--- src/rtl/division.sv ---
// Sequential restoring divider: DW-bit dividend by VW-bit divisor, one quotient
// bit per clock, driven by a start/done handshake.
module division #(
    parameter int DW = 3,
    parameter int VW = 2
) (
    input  logic          clk,
    input  logic          rst,
    input  logic          start,
    input  logic [DW-1:0] D,
    input  logic [VW-1:0] V,
    output logic          busy,
    output logic          done,
    output logic [DW-1:0] Q,
    output logic [VW-1:0] R,
    output logic          Z
);
    localparam int CW = (DW > 1) ? $clog2(DW) : 1;

    typedef enum logic [1:0] {IDLE, CALC, DONE} state_t;

    state_t        state;
    logic [DW-1:0] d_lat;
    logic [VW-1:0] v_lat;
    logic [VW:0]   p;
    logic [DW-1:0] quo;
    logic [CW-1:0] cnt;

    logic [VW:0]   p_sh;
    logic [VW:0]   p_nx;
    logic          ge;
    logic [DW-1:0] q_nx;

    // One restoring step: shift in the next dividend bit, subtract if it fits.
    always_comb begin
        p_sh      = {p[VW-1:0], d_lat[cnt]};
        ge        = (p_sh >= {1'b0, v_lat});
        p_nx      = ge ? (p_sh - {1'b0, v_lat}) : p_sh;
        q_nx      = quo;
        q_nx[cnt] = ge;
    end

    always_ff @(posedge clk or posedge rst) begin
        if (rst) begin
            state <= IDLE;
            d_lat <= '0;
            v_lat <= '0;
            p     <= '0;
            quo   <= '0;
            cnt   <= '0;
            busy  <= 1'b0;
            done  <= 1'b0;
            Q     <= '0;
            R     <= '0;
            Z     <= 1'b0;
        end else begin
            done <= 1'b0;
            case (state)
                IDLE, DONE: begin
                    if (start) begin
                        d_lat <= D;
                        v_lat <= V;
                        p     <= '0;
                        quo   <= '0;
                        cnt   <= CW'(DW - 1);
                        if (V == '0) begin
                            // Divide by zero short-circuits straight to a result.
                            state <= DONE;
                            busy  <= 1'b0;
                            done  <= 1'b1;
                            Q     <= '1;
                            R     <= '0;
                            Z     <= 1'b1;
                        end else begin
                            state <= CALC;
                            busy  <= 1'b1;
                        end
                    end else begin
                        state <= IDLE;
                        busy  <= 1'b0;
                    end
                end
                CALC: begin
                    p   <= p_nx;
                    quo <= q_nx;
                    if (cnt == '0) begin
                        state <= DONE;
                        busy  <= 1'b0;
                        done  <= 1'b1;
                        Q     <= q_nx;
                        R     <= p_nx[VW-1:0];
                        Z     <= 1'b0;
                    end else begin
                        cnt <= cnt - 1'b1;
                    end
                end
                default: begin
                    state <= IDLE;
                    busy  <= 1'b0;
                end
            endcase
        end
    end
endmodule

--- config.mk ---
export PLATFORM = sky130hd
export DESIGN_NAME = division
export DESIGN_NICKNAME = d
export VERILOG_FILES = /design/src/rtl/division.sv
export SDC_FILE = /design/constraint.sdc
export NUM_CORES = 1
export LEC_CHECK = 0
export ABC_CLOCK_PERIOD_IN_PS = 2900
export BUFFER_PORTS_ARGS = -buffer_cell sky130_fd_sc_hd__buf_2
export CORE_MARGIN = 2
export CORE_UTILIZATION = 54
export CTS_CLUSTER_SIZE = 28
export DETAILED_ROUTE_END_ITERATION = 10
export MAX_ROUTING_LAYER = met4
export PLACE_DENSITY = 0.77
export SLEW_MARGIN = 10
export SYNTH_ARGS = -nofsm -noshare
export SYNTH_HDL_FRONTEND = slang
export SYNTH_SLANG_ARGS = --single-unit
--- constraint.sdc ---
create_clock -name clk -period 2.9 [get_ports clk]
set_input_delay 0.145 -clock clk [delete_from_list [all_inputs] [get_ports clk]]
set_output_delay 0.145 -clock clk [all_outputs]
set_load 0.02 [all_outputs]
Yosys cells after proc, flatten, opt, wreduce, memory -nomap -nowiden
Cells that the tools add are included.

Output and inout port bits: 8. Input port bits: 8. Word-level logic and storage cells: 67. Flip-flop bits (word level): 22.

Reduce and logical (&&, ||, !) cells: 10. $lt $le $gt $ge: 3. Mux-type cells: 35. Equality and inequality tests: 6. Add/sub/neg operators: 2.

Operators with widths (count): $mux W2 (9); $pmux W2 S2 (4); $mux W3 (4); $pmux W3 S2 (2); $mux W1 (10); $ne A2 B2 Y1 const B (4); $logic_not A2 Y1 (3); $pmux W1 S2 (3); $reduce_and A2 Y1 (2); $reduce_and A4 Y1 (1); $bwmux W3 (1); $ge A3 B2 Y1 (1); $lt A2 B3 Y1 const B (1); $reduce_and A3 Y1 (1); $bmux W1 S2 (1); $demux W1 S2 (1); $eq A2 B1 Y1 const B (1); $eq A2 B2 Y1 const B (1); $ge A2 B1 Y1 const B (1); $reduce_bool A2 Y1 (1); $reduce_or A2 Y1 (1); $sub A2 B1 Y2 const B (1); $sub A2 B2 Y2 (1); $logic_and A1 B1 Y1 (1).

Depth between registers and ports, before layout
Gate-level depths: netlist of the first run.

Word-level depth: 7. Mapped depth: 7.

Worst setup path after synthesis of the first run
Ideal clock, no wire load.

Path kind: register to register. From: register cnt[1]. To: register R[1]. Clock period less this slack: 1.991 ns. Setup time: 0.125 ns. Buffers on the path: 0. Arrival: 1.866 ns. Data required time: 2.775 ns. Slack: 0.909 ns. Cell stages (with the launch flop): 8. Path through: dfrtp_1 mux2i_1 o22a_1 ha_1 nand2b_4 a211oi_4 a211oi_1 mux2_4.

Cells in the longest elaborated chain, start to end: 6. Elaborated cells on any way between the ends: 10. Those cells by class: 1 x add/sub; 1 x order compare; 1 x eq/ne; 5 x mux; 2 x reduce/logical.

Ends and longest elaborated chain: start: declaration (RTL line 27) `logic [CW-1:0] cnt;`; start signal: assignment (RTL line 65) `cnt <= CW'(DW - 1);`; start signal: assignment (RTL line 94) `cnt <= cnt - 1'b1;`; $bmux W1 S2 (RTL line 36) `p_sh = {p[VW-1:0], d_lat[cnt]};`; $mux W1 (implied by the code) (RTL line 36); $ge A3 B2 Y1 / $sub A2 B2 Y2 (equally long branches) (RTL line 37, 38); $mux W2 (RTL line 38) `p_nx = ge ? (p_sh - {1'b0, v_lat}) : p_sh;`; $mux W2 (RTL line 86) `if (cnt == '0) begin`; $pmux W2 S2 (RTL line 58) `case (state)`; end signal: assignment (RTL line 91) `R <= p_nx[VW-1:0];`; end: declaration (RTL line 15) `output logic [VW-1:0] R,`.

Parallel ways exist; a longest one is shown, timed or not. The select of a mux whose other input is x is not followed. A chain may end at the register's enable or synchronous reset.

Final worst setup path of the first run
From: register cnt[1]. To: register R[0].

The elaborated chain is that of the path after synthesis.

==> results of run 1 <==
cell usage in the layout (no fill, tap or decap), types with 2 or more instances in the layout:
master,Yosys,routed
nand2_1,25,25
dfrtp_1,21,21
buf_2,0,15
o21ai_0,10,10
inv_1,6,6
a21oi_1,5,5
ha_1,5,5
nor2_1,4,4
o22a_1,3,3
clkbuf_4,0,3
nand3_1,2,2
report_power, final:
group / internal, mW / leakage (nW) / switching [mW]
logic: 0.288 / 0.320 / 0.371
clock network: 0.0536 / 0.0150 / 0.0852
registers: 0.422 / 0.257 / 0.0988
final cells by class:
class / instances / area share [%]
well taps: 25 / 2.741
repair buffers: 16 / 7.456
clock buffers: 4 / 2.303
multi-input cells: 72 / 39.47
flip-flops and latches: 21 / 46.05
inverters: 6 / 1.974
worst max-delay path: cells and delay by family (launching register included):
| family | cells | cell delay [ns] |
|---|---|---|
| AO/OA/AOI/OAI | 3 | 0.72 |
| flip-flops | 1 | 0.46 |
| multiplexers | 2 | 0.43 |
| adder cells (fa/ha/maj) | 1 | 0.30 |
| AND/OR/NAND/NOR | 1 | 0.15 |
logic make-up after synthesis:
group	after synthesis	share of synthesized area, %
adder cells (fa/ha/maj)	5	6.211
AND/OR/NAND/NOR	38	17.02
AO/OA/AOI/OAI	26	17.89
flip-flops	21	52.17
buffers and inverters	8	3.105
multiplexers	3	3.602
metal layers:
metal,vias up,share of wire [%]
li1,378,-
met1,375,48
met2,11,46
met3,7,2.8
met4,0,2.5
met5,-,0
worst paths after layout:
kind	from	endpoint	slack [ns]	cells after the start
max	cnt[1]	R[0]	0.74	7
min	D[0]	d_lat[0]	0.03	3
max reg2reg	cnt[1]	R[0]	0.74	7
min reg2reg	Z	Z	0.49	2
max in group asynchronous	rst	state[0]	1.91	3
min in group asynchronous	rst	v_lat[1]	0.51	3
stage by stage:
step	cell area, um2	utilization (%)	power (mW)
6_report	1141	65.38	1.318
3_5_place_dp	1105	63.30	1.183
3_3_place_gp	1105	63.30	1.158
2_1_floorplan	1007	-	1.033
5_1_grt	1141	65.38	1.435
4_1_cts	1141	65.38	1.320
state kept, by name, indices dropped and copies added, names as in the netlist, 2 cells and up:
signal and cells:
p 2, Q 3, quo 2, R 2
v_lat 2, d_lat 3, state 2, cnt 2
==> flow_metrics.tcl, run 1 <==
set metrics [dict create \
    tightest_slew_ns 0.7705 \
    n_fill_cell 157 \
    holdBufCountCts 1 \
    status "completed" \
    critPathSlowestCell "dfrtp_1" \
    critPathKind "flop to flop" \
    ios 16 \
    seqCellArea_um2 525.5 \
    die_area_um2 2227 \
    fin_cells 144 \
    grt_busiest_layer "met2" \
    die_h_um 47.19 \
    use_met1_pct 25.91 \
    globalRouteOverflowTotal 0 \
    synth_nets 114 \
    worstPathMaxFanout 7 \
    yosysSeqAreaShare_pct 52.17 \
    synthArstFlopShare_pct 100.0 \
    clock_latency_ns 0.30 \
    fin_nets 133 \
    worst_slack_ns 0.7407 \
    rows 15 \
    first_iter_violations 7 \
    drv_cap 0 \
    cp_slowest_stage_delay_ns 0.46 \
    synthesis.area_um2 1007 \
    clkSinkCount 21 \
    grt_max_degree 22 \
    grt_use_met2_pct 30.41 \
    p_leak_nw 0.5920 \
    antenna_found_initial 0 \
    multiInputGateArea_um2 450.4 \
    finalCriticalPeriod_ns 2.159 \
    synth_seq_cells 21 \
    dp.cells 139 \
    crit_path_end_kind "flop" \
    fmax_mhz 463.1 \
    dp_hpwl_um 1342 \
    numCtsBuffers 3 \
    start_kind "flop" \
    synth_ff_type "dfrtp_1" \
    synth_edf_count 0 \
    fp.dieW_um 47.19 \
    final_max_slew_viol_count 0 \
    met3_usage_pct 3.846 \
    coreArea_um2 1745 \
    finClkSkew_ns 0.002937 \
    gp_congestion 0.7965 \
    syn_avg_cell_area_um2 9.972 \
    relSlewSlack_pct 48.58 \
    fin_tns_setup_ns 0 \
    yosys_warnings 0 \
    min_period_over_period_pct 74.46 \
    port_buffers 15 \
    synth_cells 101 \
    clkTransAtPathRegs_ns 0.11 \
    grt_util_all_layers_pct 20.11 \
    yosys-top-cells-area "dfrtp_1 (52%), nand2_1 (9.3%), ha_1 (6.2%)" \
    p_per_area_nw_per_um2 1155 \
    synth.distinct_cells 29 \
    hold_class "input port to flop" \
    cts_resized 0 \
    viasPerCell 5.354 \
    hold_ws_ns 0.03075 \
    start_util_pct 57.71 \
    clk_path_buf_depth 2 \
    antenna_cells 0 \
    yosysMostFrequentCell "nand2_1" \
    place_ws_ns 0.7528 \
    cts-root-buf "clkbuf_4" \
    setup-violations-final 0 \
    wl_um 1826 \
    synth_top_area_share_pct 52.17 \
    ant_nets 0 \
    drcViolationCount 0 \
    area_delta_synth_final_pct 13.29 \
    vias 771 \
    grt_pass1_wl_um 3042 \
    crit_chain "mux2i_1, o22a_1, ha_1, nand2b_4, a211oi_4, a21oi_1, mux2_2" \
    cts_tree "done" \
    cts_setup_buffers 0 \
    cp_data_required_time_ns 3.10 \
    htreeDepth 1 \
    grt_pass1_vias 716 \
    firstDrtPassIters 4 \
    netlist.top_cell.by_area "dfrtp_1" \
    hold_viol_final 0 \
    ir_drop_uv 595.2 \
    drive_above_1_share_pct 21.01 \
    ys_top_cells_by_count "nand2_1 (25), dfrtp_1 (21), o21ai_0 (10)" \
    critPathArrivalTime_ns 2.36 \
    wl_per_cell_um 12.68 \
    rsz0062_at_grt "false" \
]
Power figures use the tool's default switching activity.
==> run 2, diff against run 1 <==
--- a/config.mk
+++ b/config.mk
@@ -5,14 +5,14 @@
 export SDC_FILE = /design/constraint.sdc
 export NUM_CORES = 1
 export LEC_CHECK = 0
-export ABC_CLOCK_PERIOD_IN_PS = 2900
+export ABC_CLOCK_PERIOD_IN_PS = 1900
 export BUFFER_PORTS_ARGS = -buffer_cell sky130_fd_sc_hd__buf_2
 export CORE_MARGIN = 2
-export CORE_UTILIZATION = 54
+export CORE_UTILIZATION = 48
 export CTS_CLUSTER_SIZE = 28
 export DETAILED_ROUTE_END_ITERATION = 10
 export MAX_ROUTING_LAYER = met4
-export PLACE_DENSITY = 0.77
+export PLACE_DENSITY = 0.72
 export SLEW_MARGIN = 10
 export SYNTH_ARGS = -nofsm -noshare
 export SYNTH_HDL_FRONTEND = slang
==> constraint.sdc (replaced) <==
create_clock -name clk -period 1.9 [get_ports clk]
set_input_delay 0.095 -clock clk [delete_from_list [all_inputs] [get_ports clk]]
set_output_delay 0.095 -clock clk [all_outputs]
set_load 0.02 [all_outputs]
==> run 2 against run 1 <==
Against the previous run: the run now ends with negative setup slack left; clock skew up 0.0088 ns; power increased by 74%; cell area rose by 11%; global-route usage grew 0.72 points; critical path depth stayed put; critical endpoint is now R[1]; die area is 11% higher; register-to-register slack worse by 0.80 ns; via count up 5.7%; first-iteration DRC count rose by 29%; combinational power increased by 95%; fmax increased by 10%; critical path type unchanged; sequential share of layout area decreased by 4.5 points.
==> flow_metrics.tcl, run 2 (synthesized netlist as in run 1, its figures left out) <==
set metrics [dict create \
    place_ws_ns -0.02259 \
    fp.dieW_um 49.81 \
    finClkSkew_ns 0.01172 \
    ant_nets 0 \
    utilization_pct 64.41 \
    path_buf_inv 0 \
    cts_tree "done" \
    hold_path_depth 3 \
    p_per_area_nw_per_um2 1809 \
    clkPwrFrac_pct 9.6 \
    wl_um 2136 \
    status "finished with violations" \
    post-route-cell-area_um2 1264 \
    hold_class "input port to flop" \
    cts-root-buf "clkbuf_4" \
    tightest_slew_ns 0.7943 \
    rsz0062_at_grt "true" \
    coreArea_um2 1962 \
    final_common_cell "nand2_1" \
    grt_max_degree 22 \
    fin_tns_setup_ns -0.1287 \
    sw_frac_of_total_pct 41.62 \
    final_cell_mix "nand2_1 (25), dfrtp_1 (21), buf_2 (15)" \
    rows 16 \
    worstPathMaxFanout 3 \
    firstDrtPassIters 6 \
    grt_pass1_wl_um 3691 \
    critPathKind "flop to flop" \
    finalCriticalPeriod_ns 1.959 \
    violations "negative setup slack" \
    critPathArrivalTime_ns 2.17 \
    die_area_um2 2481 \
    globalRouteOverflowTotal 0 \
    pwr-share-seq_pct 34.6 \
    hold_viol_final 0 \
    start_kind "flop" \
    reg2reg_depth 7 \
    drv_cap 0 \
    clk_path_buf_depth 2 \
    rr_endpoint "R[1]" \
    start_util_pct 51.34 \
    grt_pass1_vias 800 \
    setup-violations-final 4 \
    fin_nets 144 \
    comb_power_share_pct 55.8 \
    relSlewSlack_pct 46.99 \
    r2r_start "cnt[1]" \
    viasPerCell 5.191 \
    numCtsBuffers 3 \
    gp_congestion 0.8753 \
    critPathSlowestCell "dfrtp_1" \
    die_h_um 49.81 \
    hold_ws_ns 0.01458 \
    placed_cell_area_um2 1145 \
    hold_end "v_lat[1]" \
    crit_chain "mux2i_1, o22a_1, ha_4, nand2b_4, a211oi_4, a211oi_1, mux2_4" \
    drive_above_1_share_pct 27.69 \
    reg_top3 "Q: 3 flops, d_lat: 3 flops" \
    min_period_over_period_pct 103.1 \
    ios 16 \
    clkTransAtPathRegs_ns 0.12 \
    vias 815 \
    area_delta_synth_final_pct 25.47 \
    first_iter_violations 9 \
    ir_drop_uv 982.3 \
    dp_hpwl_um 1523 \
    grt_util_all_layers_pct 20.84 \
    wl_per_cell_um 13.61 \
    p_leak_nw 0.6435 \
    antenna_cells 0 \
    port_buffers 15 \
    ff2ff_setup_slack_ns -0.06 \
    drcViolationCount 0 \
    clock_latency_ns 0.31 \
    worstHoldStart "V[1]" \
    crit_path_end_kind "flop" \
    fmax_mhz 510.4 \
    cp_data_required_time_ns 2.11 \
    antenna_found_initial 0 \
    cp_slowest_stage_delay_ns 0.40 \
    netSwitchingPower_mw 0.9517 \
    clkSinkCount 21 \
    htreeDepth 1 \
    final_max_slew_viol_count 0 \
    worst_slack_ns -0.05924 \
    power.internal_mw 1.335 \
    critPathTopFamily "compound AO/OA/AOI/OAI gates" \
]
run 2: cell count changes in the layout (fill, tap and decap cells not counted), sizes merged:
cell,previous run,this run
buf,15,22
dlygate4sd3,1,5
run 2: what timing repair did:
item	in CTS	in global routing
resized for setup	2	4
setup buffers	1	1
gates cloned	0	0
hold buffers	5	0
setup endpoints to repair	4	7
pin swaps	0	2
endpoints found under the hold margin	25	0
run 2: power by group through the flow:
stage	Combinational, mW	Clock, mW	Sequential (mW)
floorplan	0.734	0	0.846
global placement	1.06	0	0.786
detailed placement	1.11	0	0.798
CTS	1.20	0.223	0.793
global route	1.41	0.245	0.820
finish	1.28	0.219	0.791
run 2: through the flow:
step | instances | power (mW)
finish | 157 | 2.287
global route | 157 | 2.479
CTS | 156 | 2.221
detailed placement | 146 | 1.906
global placement | 146 | 1.849
floorplan | 101 | 1.580
run 2: tightest hold or removal path, stage by stage:
cell and delay, ns:
buf_2 0.09, nand2_1 0.04, o21ai_0 0.06
run 2: worst max path at each step:
stage           start   end  slack [ns]  cells past startpoint
3_5_place_dp   cnt[1]  R[1]       -0.02                      7
5_1_grt        cnt[1]  R[1]       -0.15                      7
6_report       cnt[1]  R[1]       -0.06                      7
3_3_place_gp   cnt[1]  Q[2]        0.03                      8
2_1_floorplan  cnt[1]  R[1]       -0.06                      7
4_1_cts        cnt[1]  R[1]       -0.02                      7
run 2: final cells by class:
cell class                      instances  area (um2)
Tap cell                               27       33.78
Timing Repair Buffer                   27       181.4
Inverter                                6       22.52
Multi-Input combinational cell         72       474.2
Fill cell                             174       698.2
Sequential cell                        21       525.5
Clock buffer                            4       26.28
run 2: per-layer routing:
layer | wire length (um) | GRT usage (%)
met5 | 0 | -
met4 | 31 | 8.796
met3 | 66 | 3.030
met2 | 1105 | 35.11
met1 | 932 | 24.90
